<file path="src/rtl/feedback_packet_rx.sv">
// Receive-side packet filter feeding the Q-table updater: collects a header+field packet,
// filters on type mask / own source ID, then hands fields over with an en/done handshake.
// Optional word5 XOR checksum check: define FEEDBACK_RX_CHECKSUM_EN.
//
// state       | meaning
// S_IDLE      | waiting for a header word (in_sop)
// S_COLLECT   | storing payload words into shadow fields
// S_CHECK     | filter decision; copy shadows to outputs on accept
// S_ISSUE     | raise en, count packet, arm done timer
// S_WAIT_DONE | link stalled until upd_done or timer expiry
module feedback_packet_rx #(
  parameter int          WORD_WIDTH   = 16,
  parameter logic [7:0]  ACCEPT_MASK  = 8'b0000_0110,
  parameter int          DONE_TIMEOUT = 64
) (
  input  logic                  clock,
  input  logic                  nrst,
  input  logic [WORD_WIDTH-1:0] node_id,
  input  logic [WORD_WIDTH-1:0] in_data,
  input  logic                  in_valid,
  input  logic                  in_sop,
  output logic                  in_ready,
  output logic [WORD_WIDTH-1:0] fSourceID,
  output logic [WORD_WIDTH-1:0] fClusterID,
  output logic [WORD_WIDTH-1:0] fEnergyLeft,
  output logic [WORD_WIDTH-1:0] fQValue,
  output logic [2:0]            packetType,
  output logic                  en,
  input  logic                  upd_done,
  output logic                  busy,
  output logic [15:0]           pkt_count,
  output logic [15:0]           drop_count,
  output logic                  timeout_err
`ifdef FEEDBACK_RX_CHECKSUM_EN
  ,
  output logic                  chk_err
`endif
);

`ifdef FEEDBACK_RX_CHECKSUM_EN
  localparam logic [2:0] LAST_IDX = 3'd5;
`else
  localparam logic [2:0] LAST_IDX = 3'd4;
`endif
  localparam int            TW      = $clog2(DONE_TIMEOUT + 1);
  localparam logic [TW-1:0] TO_LOAD = TW'(DONE_TIMEOUT - 1);

  typedef enum logic [2:0] {
    S_IDLE,
    S_COLLECT,
    S_CHECK,
    S_ISSUE,
    S_WAIT_DONE
  } state_t;

  state_t                r_state;
  logic [2:0]            r_idx;
  logic [2:0]            r_type;
  logic [WORD_WIDTH-1:0] r_sh_src, r_sh_clu, r_sh_eng, r_sh_q;
  logic [WORD_WIDTH-1:0] r_src, r_clu, r_eng, r_q;
  logic [2:0]            r_pkt_type;
  logic                  r_in_ready, r_en, r_busy, r_to_err;
  logic [15:0]           r_pkt_cnt, r_drop_cnt;
  logic [TW-1:0]         r_timer;

  logic                  w_xfer;
  logic                  w_chk_bad;
  logic                  w_drop;
  logic [2:0]            w_hdr_type;

`ifdef FEEDBACK_RX_CHECKSUM_EN
  logic [WORD_WIDTH-1:0] r_sh_chk;
  logic [WORD_WIDTH-1:0] r_xor;
  logic                  r_chk_err;
  assign w_chk_bad = (r_xor != r_sh_chk);
  assign chk_err   = r_chk_err;
`else
  assign w_chk_bad = 1'b0;
`endif

  assign w_xfer     = in_valid && r_in_ready;
  assign w_hdr_type = in_data[WORD_WIDTH-1 -: 3];
  assign w_drop     = !ACCEPT_MASK[r_type] || (r_sh_src == node_id) || w_chk_bad;

  function automatic logic [15:0] sat_inc(input logic [15:0] v);
    return (v == 16'hFFFF) ? v : v + 16'd1;
  endfunction

  always_ff @(posedge clock or negedge nrst) begin
    if (!nrst) begin
      r_state    <= S_IDLE;
      r_idx      <= 3'd0;
      r_type     <= 3'd0;
      r_sh_src   <= '0;
      r_sh_clu   <= '0;
      r_sh_eng   <= '0;
      r_sh_q     <= '0;
      r_src      <= '0;
      r_clu      <= '0;
      r_eng      <= '0;
      r_q        <= '0;
      r_pkt_type <= 3'd0;
      r_in_ready <= 1'b0;
      r_en       <= 1'b0;
      r_busy     <= 1'b0;
      r_to_err   <= 1'b0;
      r_pkt_cnt  <= 16'd0;
      r_drop_cnt <= 16'd0;
      r_timer    <= '0;
`ifdef FEEDBACK_RX_CHECKSUM_EN
      r_sh_chk   <= '0;
      r_xor      <= '0;
      r_chk_err  <= 1'b0;
`endif
    end else begin
      r_en <= 1'b0;
      case (r_state)
        S_IDLE: begin
          r_in_ready <= 1'b1;
          if (w_xfer && in_sop) begin
            r_type  <= w_hdr_type;
            r_idx   <= 3'd1;
            r_state <= S_COLLECT;
`ifdef FEEDBACK_RX_CHECKSUM_EN
            r_xor   <= in_data;
`endif
          end
        end
        S_COLLECT: begin
          if (w_xfer) begin
            if (in_sop) begin
              // restart on a fresh header; the abandoned partial counts as a drop
              r_drop_cnt <= sat_inc(r_drop_cnt);
              r_type     <= w_hdr_type;
              r_idx      <= 3'd1;
`ifdef FEEDBACK_RX_CHECKSUM_EN
              r_xor      <= in_data;
`endif
            end else begin
              case (r_idx)
                3'd1:    r_sh_src <= in_data;
                3'd2:    r_sh_clu <= in_data;
                3'd3:    r_sh_eng <= in_data;
                3'd4:    r_sh_q   <= in_data;
`ifdef FEEDBACK_RX_CHECKSUM_EN
                3'd5:    r_sh_chk <= in_data;
`endif
                default: ;
              endcase
`ifdef FEEDBACK_RX_CHECKSUM_EN
              if (r_idx != LAST_IDX) r_xor <= r_xor ^ in_data;
`endif
              r_idx <= r_idx + 3'd1;
              if (r_idx == LAST_IDX) begin
                r_state    <= S_CHECK;
                r_in_ready <= 1'b0;
              end
            end
          end
        end
        S_CHECK: begin
          if (w_drop) begin
            r_drop_cnt <= sat_inc(r_drop_cnt);
            r_in_ready <= 1'b1;
            r_state    <= S_IDLE;
`ifdef FEEDBACK_RX_CHECKSUM_EN
            if (w_chk_bad) r_chk_err <= 1'b1;
`endif
          end else begin
            r_src      <= r_sh_src;
            r_clu      <= r_sh_clu;
            r_eng      <= r_sh_eng;
            r_q        <= r_sh_q;
            r_pkt_type <= r_type;
            r_state    <= S_ISSUE;
          end
        end
        S_ISSUE: begin
          r_en      <= 1'b1;
          r_busy    <= 1'b1;
          r_pkt_cnt <= sat_inc(r_pkt_cnt);
          r_timer   <= TO_LOAD;
          r_state   <= S_WAIT_DONE;
        end
        S_WAIT_DONE: begin
          // done takes priority over a coincident timer expiry
          if (upd_done) begin
            r_busy     <= 1'b0;
            r_in_ready <= 1'b1;
            r_state    <= S_IDLE;
          end else if (r_timer == '0) begin
            r_to_err   <= 1'b1;
            r_busy     <= 1'b0;
            r_in_ready <= 1'b1;
            r_state    <= S_IDLE;
          end else begin
            r_timer <= r_timer - 1'b1;
          end
        end
        default: begin
          r_in_ready <= 1'b0;
          r_state    <= S_IDLE;
        end
      endcase
    end
  end

  assign in_ready    = r_in_ready;
  assign fSourceID   = r_src;
  assign fClusterID  = r_clu;
  assign fEnergyLeft = r_eng;
  assign fQValue     = r_q;
  assign packetType  = r_pkt_type;
  assign en          = r_en;
  assign busy        = r_busy;
  assign pkt_count   = r_pkt_cnt;
  assign drop_count  = r_drop_cnt;
  assign timeout_err = r_to_err;

endmodule
</file>
<file path="config.mk">
export PLATFORM = sky130hd
export DESIGN_NAME = feedback_packet_rx
export DESIGN_NICKNAME = d
export VERILOG_FILES = /design/src/rtl/feedback_packet_rx.sv
export SDC_FILE = /design/constraint.sdc
export NUM_CORES = 1
export LEC_CHECK = 0
export CORE_ASPECT_RATIO = 0.7
export CORE_MARGIN = 3
export CORE_UTILIZATION = 54
export CTS_CLUSTER_SIZE = 25
export DETAILED_ROUTE_END_ITERATION = 6
export DONT_BUFFER_PORTS = 1
export GPL_TIMING_DRIVEN = 0
export PLACE_DENSITY = 0.79
export RECOVER_POWER = 100
export SETUP_SLACK_MARGIN = 0.02
export SLEW_MARGIN = 20
export SYNTH_ARGS = -nofsm -noshare
export SYNTH_HDL_FRONTEND = slang
export SYNTH_SLANG_ARGS = --single-unit
export TNS_END_PERCENT = 50
</file>
<file path="constraint.sdc">
create_clock -name clock -period 2.42 [get_ports clock]
set_input_delay 0.484 -clock clock [delete_from_list [all_inputs] [get_ports clock]]
set_output_delay 0.484 -clock clock [all_outputs]
set_load 0.01 [all_outputs]
</file>
==> results of run 1 <==
-- kinds of logic (layout without fill, tap and decap cells) --
group                      after synthesis  after routing
muxes                                  136            136
DFF                                    183            183
buffers and inverters                   31             65
adders and majority gates                9              9
AOI/OAI and AO/OA                       22             22
and+or+nand+nor                        125            125
xor gates and xnor gates                50             50
-- what timing repair did --
action | in CTS | in global routing
endpoints found under the setup margin | 93 | 111
gates cloned | 0 | 0
buffers inserted | 0 | 2
pin swaps | 0 | 3
resized for setup | 10 | 35
endpoints found under the hold margin | 183 | 183
-- critical path, stage by stage (launching register included) --
cell and delay, ns:
dfrtp_1 0.40, or3b_1 0.38, buf_4 0.17, or3_4 0.38, inv_2 0.08, and3_1 0.18, buf_6 0.16, buf_12 0.15
mux2_2 0.33
-- worst min path at each step --
stage          from                         end  slack (ns)  depth (start not counted)
5_1_grt        nrst  drop_count[12]$_DFFE_PN0P_       -0.28                          0
4_1_cts        nrst  drop_count[12]$_DFFE_PN0P_       -0.26                          0
6_report       nrst  drop_count[12]$_DFFE_PN0P_       -0.25                          0
2_1_floorplan  nrst            busy$_DFFE_PN0P_        0.19                          0
3_5_place_dp   nrst  drop_count[12]$_DFFE_PN0P_        0.19                          0
3_3_place_gp   nrst  drop_count[11]$_DFFE_PN0P_        0.19                          0
-- routing by layer --
| layer | vias up | global-route usage, % | part of all wire, % | routed length [µm] |
|---|---|---|---|---|
| li1 | 1998 | - | - | - |
| met1 | 2361 | 28.57 | 44 | 7299 |
| met2 | 119 | 34.00 | 47 | 7839 |
| met3 | 20 | 8.638 | 7.5 | 1239 |
| met4 | 0 | 5.537 | 1.2 | 201 |
| met5 | - | 0 | 0 | 0 |
-- placed cells by master (no fill, tap or decap), drive strengths merged --
cell type,n
or3,3
xnor2,31
inv,19
o21ai,8
a2111o,1
clkinvlp,1
a21oi,8
buf,12
xor2,19
nand2b,1
bufinv,2
nor3b,3
o31ai,1
and3,8
nand3,13
o21bai,1
nor2,26
a31oi,1
nor4,8
nand2,26
and2b,1
and4,2
nand3b,2
or4b,2
mux2,136
ha,9
nor4b,2
or4,5
nand4,10
nor4bb,1
or3b,1
clkbuf,27
a31o,2
clkinv,4
nor3,9
dfrtp,183
nor2b,2
-- final cells by class --
| cell class | count | share of cell area (%) |
|---|---|---|
| Buffer | 20 | 1.763 |
| Clock buffer | 17 | 4.953 |
| Clock inverter | 15 | 2.389 |
| Inverter | 11 | 0.4807 |
| Multi-Input combinational cell | 342 | 34.23 |
| Sequential cell | 183 | 53.31 |
| Tap cell | 185 | 2.695 |
| Timing Repair Buffer | 2 | 0.1748 |
-- metrics by stage --
| stage | setup WS, ns | hold slack, ns | cells | instance area [µm²] | TNS, ns |
|---|---|---|---|---|---|
| 2_1_floorplan | 0.2555 | 0.1884 | 556 | 7639 | 0 |
| 3_3_place_gp | -0.1691 | 0.1937 | 741 | 7870 | -9.905 |
| 3_5_place_dp | -0.2262 | 0.1933 | 741 | 7870 | -14.44 |
| 4_1_cts | 0.02559 | -0.2625 | 773 | 8532 | 0 |
| 5_1_grt | 0.02321 | -0.2766 | 775 | 8589 | 0 |
| 6_report | 0.08974 | -0.2500 | 775 | 8589 | 0 |
-- power breakdown --
group	leakage, nW	total, mW	internal [mW]	switching, mW
clock	0.305	2.90	1.59	1.31
combinational	1.41	1.11	0.635	0.476
sequential	2.46	4.05	3.59	0.460
total	4.18	8.06	5.82	2.24
==> impl_results.md, run 1 <==
* Outcome: finished, violations left
* Fmax at between 400 and 500 MHz
* Mapped Nets at approximately 600
* FF-to-FF End: r_sh_src[10]$_DFFE_PN0P_
* Crit-path max FO at 10
* Mux share of post-synthesis cell area at around 20%
* RSZ-0062 raised after global routing: no
* Wire per inst at approximately 21 µm
* Final min period at about 2.3 ns
* Synth Area in XOR/XNOR at approximately 5.7%
* R2r startpoint: r_state[1]$_DFFE_PN0P_
* Core ar. at between 10000 and 15000 µm²
* Area leader, netlist: dfrtp_1
* Setup crit end kind: flop
* Final period util at 96.29%
* Synth area leaders: dfrtp_1 60%, mux2_2 19%, xnor2_1 3.6%
* Complex-gate fraction of the synthesized area at around 1.8%
* YS warnings at 0
* DRT Wirelength at ~17 mm
* Largest family of logic cells by synthesized area: multiplexers
* Total power at 8.062 mW
* R2r worst-path depth at 8
* Row Count at 35
* Synth Area in Adders at between 1 and 1.5%
* Power Dens Cells at 938.6 nW/µm²
* Sequential area share after synthesis at about three fifths
* Post-Synth Simple-Gate Area at 8.976%
* Hold WC Path Type: in2async
* Antenna violations before repair at 0
* GP Congestion at roughly 0.85
* Post-synth EDFFs at 0
* Yosys cell types at 43
* Largest net degree at the start of global routing at roughly 180
* Root buf cell: clkbuf_16
* Die H at 105.5 µm
* DIE WIDTH at 148.2 µm
* Drc violations at 0
* CTS max path bufs at 2
* Failing checks: negative hold slack
* Share of cells above drive strength 1 at approximately 33%
* Iter 0 DRT Violations at about 190
* Initial Utilization at 56.63%
* Arr. time, crit path at ~2.6 ns
* Fillers at ~1000
* Max cap viols at 0
* Worst-margin pin slew at slightly above 0.6 ns
* Worst-path clk slew at 0.08 ns
* DR pass1 iterations at 4
* CTS tree: yes
* I/O pin cnt at 140
* Worst Setup SP: r_state[1]$_DFFE_PN0P_
* Area taken by multi-input logic gates at between 2000 and 3000 µm²
* GRT Residual Overflow at 0
* Main synth FF type: dfrtp_1
* CTS H-tree lvls at 4
* Min Hold Slack at -0.2500 ns
* R2R Setup Slk at 0.09 ns
* Syn Area/Cell at between 10 and 15 µm²
* Count leader, synth: dfrtp_1
* Via/cell ratio at around 5.8
* Yosys reg bits at about 180
* Worst Setup EP: r_sh_src[10]$_DFFE_PN0P_
* Synthesized instance count at about 560
* Num CTS Buffers at 17
* CTS sink cnt at roughly 180
* First-pass GRT wire length at 26.38 mm
* Slew HR at 58.76%
* Detail Route Antenna Nets at 0
* Final design utilization at 63.68%
* Static Leakage at 4.179 nW
* Number of nets in the layout at 623
* Inserted Diodes at 0
* CP Launch Type: flop
* Total GRT Usage at between 20% and 30%
* Synth Cell Area at around 7600 µm²
* Asr flop ratio synth at 100.0%
* Final HPWL DP at 11.67 mm
* Worst skew pair latency at about 0.42 ns
* Endpoints failing hold at about 180
* WS Path Type: reg2reg
* Required @ worst endpoint at 2.73 ns
* Post-synth top cells: 183 x dfrtp_1, 127 x mux2_2, 31 x xnor2_1
* Storage element area at 4579 µm²
* Worst Clk Skew at 0.01247 ns
* Area Growth Syn to Fin at 12.45%
* Vias in the first global route at 4748
* Port Buffers at 0
* Setup-failing EPs final at 0
* IR drop worst, VDD at 0.5924 mV
* Die ar. at around 16000 µm²
* Post-synth top area share at between 50 and 60%
* Vias at 4498
* Fin. max-slew vios at 0
No activity file was read; power rests on OpenSTA's default activity.
==> run 2, diff against run 1 <==
--- a/config.mk
+++ b/config.mk
@@ -14,7 +14,7 @@
 export GPL_TIMING_DRIVEN = 0
 export PLACE_DENSITY = 0.79
 export RECOVER_POWER = 100
-export SETUP_SLACK_MARGIN = 0.02
+export SETUP_SLACK_MARGIN = 0.3
 export SLEW_MARGIN = 20
 export SYNTH_ARGS = -nofsm -noshare
 export SYNTH_HDL_FRONTEND = slang
==> impl_results.md, run 2 (same netlist as run 1, synthesis figures left out) <==
* Sw Ratio at 27.79%
* Outcome: finished, violations left
* Area Growth Syn to Fin at 17.58%
* First-pass GRT wire length at 26.40 mm
* CP Launch Type: flop
* Setup-failing EPs final at 0
* Final design utilization at 66.59%
* Final Non-Filler Cells at 786
* Crit-path max FO at 5
* Pre-CTS WS at -0.1667 ns
* DRT Wirelength at roughly 18 mm
* Clk pwr share at between 30% and 40%
* Most common cell after layout, fill and taps aside: dfrtp_1
* Iter 0 DRT Violations at between 200 and 250
* Port Buffers at 0
* Inst Count DP at 741
* Vias at 4580
* Pint at slightly below 6 mW
* CTS tree: yes
* Initial Utilization at 56.63%
* Inserted Diodes at 0
* Failing checks: negative hold slack
* Fmax at around 430 MHz
* Die ar. at 15630 µm²
* GRT Residual Overflow at 0
* Endpoints failing hold at 183
* CP bufs+invs at 4
* CP top delay family: simple AND/OR/NAND/NOR gates
* Number of nets in the layout at approximately 630
* Num CTS Buffers at 17
* RSZ-0062 raised after global routing: yes
* Worst-path clk slew at about 0.07 ns
* Fillers at between 900 and 1000
* Share of cells above drive strength 1 at 38.94%
* WS Path Type: reg2reg
* Via/cell ratio at about 6
* Root buf cell: clkbuf_16
* CTS max path bufs at 2
* Worst skew pair latency at approximately 0.42 ns
* Die H at about 110 µm
* Final period util at approximately 96%
* Power Dens Cells at a little over 900 nW/µm²
* Vias in the first global route at 4705
* Total GRT Usage at around 22%
* Final min period at approximately 2.3 ns
* P_sw at approximately 2.3 mW
* Final HPWL DP at 11.80 mm
* Gate power share at 17.0%
* Most frequent cell on the critical path: buf_6
* Required @ worst endpoint at 2.73 ns
* Total power at slightly above 8 mW
* Min Hold Slack at -0.2432 ns
* CTS sink cnt at about 180
* IR drop worst, VDD at 0.5105 mV
* CTS H-tree lvls at 4
* Worst Clk Skew at roughly 0.012 ns
* Row Count at 35
* CP max stage cell: dfrtp_1
* Arr. time, crit path at between 2 and 3 ns
* Largest net degree at the start of global routing at 184
* Drc violations at 0
* DIE WIDTH at ~150 µm
* Setup crit end kind: flop
* Worst-margin pin slew at 0.6631 ns
* Flop pwr share at about half
* Detail Route Antenna Nets at 0
* Crit path largest cell delay at about 0.4 ns
* Core ar. at around 13000 µm²
* I/O pin cnt at 140
* Setup ws final at around 0.11 ns
* DR pass1 iterations at 4
* Max cap viols at 0
* Most frequent cells in the layout: 182 x dfrtp_1, 103 x mux2_2, 33 x mux2_4
* Wire per inst at between 20 and 25 µm
* Hold WC Path Type: in2async
* Antenna violations before repair at 0
* Static Leakage at 4.334 nW
* Slew HR at 55.38%
* Fin. max-slew vios at 0
* Cells along the critical path: or3b_4 -> buf_6 -> or3_4 -> inv_4 -> and3_4 -> buf_6 -> clkbuf_16 -> mux2_4
* GP Congestion at about 0.84
[run 2: changes by cell type in the layout (fill, tap and decap cells not counted), moves of 8 or more]
| cell | before | now |
|---|---|---|
| buf_4 | 3 | 14 |
| mux2_1 | 9 | 0 |
| mux2_2 | 127 | 103 |
| mux2_4 | 0 | 33 |
| clkbuf_2 | 10 | 2 |
[run 2: final cells by class]
cell class	count	area [µm²]	area share (%)
Sequential cell	183	4581	51.00
Clock inverter	15	161.4	1.797
Inverter	11	43.79	0.4876
Timing Repair Buffer	13	155.1	1.728
Multi-Input combinational cell	342	3182	35.43
Tap cell	185	231.5	2.577
Clock buffer	17	425.4	4.737
Buffer	20	201.4	2.243
[run 2: power by group through the flow]
stage / sequential (mW) / clock, mW / combinational, mW
3_3_place_gp: 4.05 / 0 / 1.00
4_1_cts: 4.05 / 2.75 / 1.14
3_5_place_dp: 4.10 / 0 / 1.07
2_1_floorplan: 3.95 / 0 / 0.888
5_1_grt: 4.16 / 2.92 / 1.53
6_report: 4.08 / 2.73 / 1.40
[run 2: routing by layer]
metal | up-vias | global-route usage, % | part of all wire (%)
li1 | 2025 | - | -
met1 | 2412 | 29.19 | 43
met2 | 126 | 34.00 | 47
met3 | 17 | 8.079 | 8.5
met4 | 0 | 5.142 | 1.3
met5 | - | 0 | 0
[run 2: metrics by stage]
step	setup TNS [ns]	cell area [µm²]
final	0	8981
after global routing	0	8981
after CTS	0	8617
after detailed placement	-10.74	7883
after global placement	-9.955	7883
after floorplan	0	7651
[run 2: final timing paths]
check | startpoint | endpoint | slack, ns | cells after the start
setup / recovery | r_state[0]$_DFFE_PN0P_ | r_sh_clu[14]$_DFFE_PN0P_ | 0.11 | 8
hold / removal | nrst | drop_count[15]$_DFFE_PN0P_ | -0.24 | 0
setup reg to reg | r_state[0]$_DFFE_PN0P_ | r_sh_clu[14]$_DFFE_PN0P_ | 0.11 | 8
hold reg to reg | r_sh_eng[15]$_DFFE_PN0P_ | fEnergyLeft[15]$_DFFE_PN0P_ | 0.50 | 1
max in group asynchronous | nrst | fSourceID[1]$_DFFE_PN0P_ | 2.41 | 0
min in group clock | in_data[3] | r_sh_clu[3]$_DFFE_PN0P_ | 0.21 | 1
[run 2: timing repair]
item,CTS,global route
resized for setup,30,69
buffers inserted,2,8
pin swaps,3,13
gates cloned,0,3
endpoints found under the setup margin,155,135
endpoints found under the hold margin,183,183
==> run 3, diff against run 2 <==
--- a/config.mk
+++ b/config.mk
@@ -7,12 +7,11 @@
 export LEC_CHECK = 0
 export CORE_ASPECT_RATIO = 0.7
 export CORE_MARGIN = 3
-export CORE_UTILIZATION = 54
+export CORE_UTILIZATION = 28
 export CTS_CLUSTER_SIZE = 25
 export DETAILED_ROUTE_END_ITERATION = 6
 export DONT_BUFFER_PORTS = 1
 export GPL_TIMING_DRIVEN = 0
-export PLACE_DENSITY = 0.79
 export RECOVER_POWER = 100
 export SETUP_SLACK_MARGIN = 0.3
 export SLEW_MARGIN = 20
==> impl_results.md, run 3 (same netlist as run 1, synthesis figures left out) <==
* DR pass1 iterations at 4
* Setup ws final at approximately 0.09 ns
* Crit path largest cell delay at just over 0.4 ns
* Fin area at 9395 µm²
* Final period util at between 90% and 100%
* Worst-path clk slew at 0.07 ns
* Worst-margin pin slew at slightly below 0.8 ns
* CTS sink cnt at between 150 and 200
* Total GRT Usage at 13.25%
* CTS H-tree lvls at 4
* Arr. time, crit path at between 2 and 3 ns
* Die H at approximately 140 µm
* Most common cell after layout, fill and taps aside: dfrtp_1
* CP Launch Type: flop
* Final HPWL DP at 13.00 mm
* Most frequent cells in the layout: 183 x dfrtp_1, 117 x mux2_2, 29 x xnor2_1
* IR drop worst, VDD at 0.4365 mV
* Setup crit end kind: flop
* Failing checks: negative hold slack
* Initial Utilization at 29.11%
* Port Buffers at 0
* Crit-path max FO at 5
* Area Growth Syn to Fin at 23.00%
* Drc violations at 0
* CTS tree: yes
* GRT Residual Overflow at 0
* Inserted Diodes at 0
* Row Count at between 40 and 50
* Fillers at roughly 2600
* First-pass GRT wire length at a little under 30 mm
* Setup-failing EPs final at 0
* Num CTS Buffers at 17
* CP max stage cell: or3_4
* Core ar. at approximately 26000 µm²
* Wire per inst at between 20 and 25 µm
* Hold WC Path Type: in2async
* CP top delay family: simple AND/OR/NAND/NOR gates
* I/O pin cnt at 140
* Min Hold Slack at -0.2504 ns
* Outcome: finished, violations left
* Via/cell ratio at 4.640
* Endpoints failing hold at ~180
* Iter 0 DRT Violations at about 210
* Max cap viols at 0
* Die ar. at a little under 30000 µm²
* Worst Clk Skew at about 0.011 ns
* CP bufs+invs at 5
* Power Dens Cells at 899.6 nW/µm²
* RSZ-0062 raised after global routing: yes
* GP Congestion at roughly 0.8
* Number of nets in the layout at about 650
* Slew HR at between 40% and 50%
* Antenna violations before repair at 0
* Detail Route Antenna Nets at 0
* Final min period at 2.329 ns
* Largest net degree at the start of global routing at between 150 and 200
* Static Leakage at between 4 and 5 nW
* DIE WIDTH at between 200 and 250 µm
* Share of cells above drive strength 1 at a little under 40%
* Vias at about 4500
* Worst skew pair latency at approximately 0.43 ns
* Vias in the first global route at 4551
* CTS max path bufs at 2
* Placed instance area at around 8000 µm²
* WS Path Type: reg2reg
* Cells along the critical path: or3b_1 -> buf_6 -> or3_4 -> inv_4 -> and3_1 -> buf_6 -> buf_12 -> buf_12 -> mux2_1
* Fmax at ~430 MHz
* Required @ worst endpoint at roughly 2.7 ns
* Root buf cell: clkbuf_16
* Pre-CTS WS at -0.7355 ns
* Fin. max-slew vios at 0
* DRT Wirelength at around 20 mm
* Final design utilization at 35.80%
## run 3: changes by cell type in the layout (fill, tap and decap cells not counted), moves of 5 or more
cell	previous run	this run
buf_12	4	9
mux2_1	0	10
mux2_2	103	117
mux2_4	33	9
nor3_2	1	6
## run 3: layout make-up
| class | count | area (µm²) | share of cell area, % |
|---|---|---|---|
| Buffer | 20 | 235.2 | 2.504 |
| Clock buffer | 19 | 452.9 | 4.821 |
| Clock inverter | 12 | 188.9 | 2.011 |
| Inverter | 11 | 43.79 | 0.4661 |
| Multi-Input combinational cell | 342 | 3149 | 33.52 |
| Sequential cell | 183 | 4579 | 48.74 |
| Tap cell | 357 | 446.7 | 4.754 |
| Timing Repair Buffer | 26 | 299.0 | 3.183 |
## run 3: routing by layer
layer | vias to the layer above | track usage, % | wire, µm
met5 | - | 0 | 0
met4 | 0 | 3.619 | 228
met3 | 12 | 6.254 | 1758
met2 | 109 | 18.58 | 8161
met1 | 2325 | 18.34 | 9705
li1 | 2055 | - | -
## run 3: report_power, final
part	switching, mW	internal [mW]
logic	0.543	0.788
clock network	1.25	1.80
registers	0.474	3.59
total	2.27	6.18
## run 3: path summary, 6_finish.rpt
kind,from,end,slack [ns],depth (start not counted)
setup / recovery,r_state[1]$_DFFE_PN0P_,r_sh_clu[7]$_DFFE_PN0P_,0.09,9
hold / removal,nrst,r_sh_src[2]$_DFFE_PN0P_,-0.25,0
setup reg to reg,r_state[1]$_DFFE_PN0P_,r_sh_clu[7]$_DFFE_PN0P_,0.09,9
hold reg to reg,r_sh_clu[12]$_DFFE_PN0P_,r_sh_clu[12]$_DFFE_PN0P_,0.49,1
max in group asynchronous,nrst,fQValue[7]$_DFFE_PN0P_,2.27,0
min in group clock,in_data[12],r_sh_src[12]$_DFFE_PN0P_,0.18,1
## run 3: per-stage QoR
stage / power [mW] / setup TNS (ns) / instances
2_1_floorplan: 4.840 / 0 / 556
3_3_place_gp: 5.143 / -56.47 / 913
3_5_place_dp: 5.183 / -57.04 / 913
4_1_cts: 8.469 / 0 / 955
5_1_grt: 8.872 / 0 / 970
6_report: 8.452 / 0 / 970
## run 3: timing repair
action                                  4_1_cts  5_1_grt
gates cloned                                  2        4
pin swaps                                     7       17
endpoints found under the setup margin      155      150
setup buffers                                 9       11
hold endpoints to repair                    183      183
gates resized for setup                      74       54
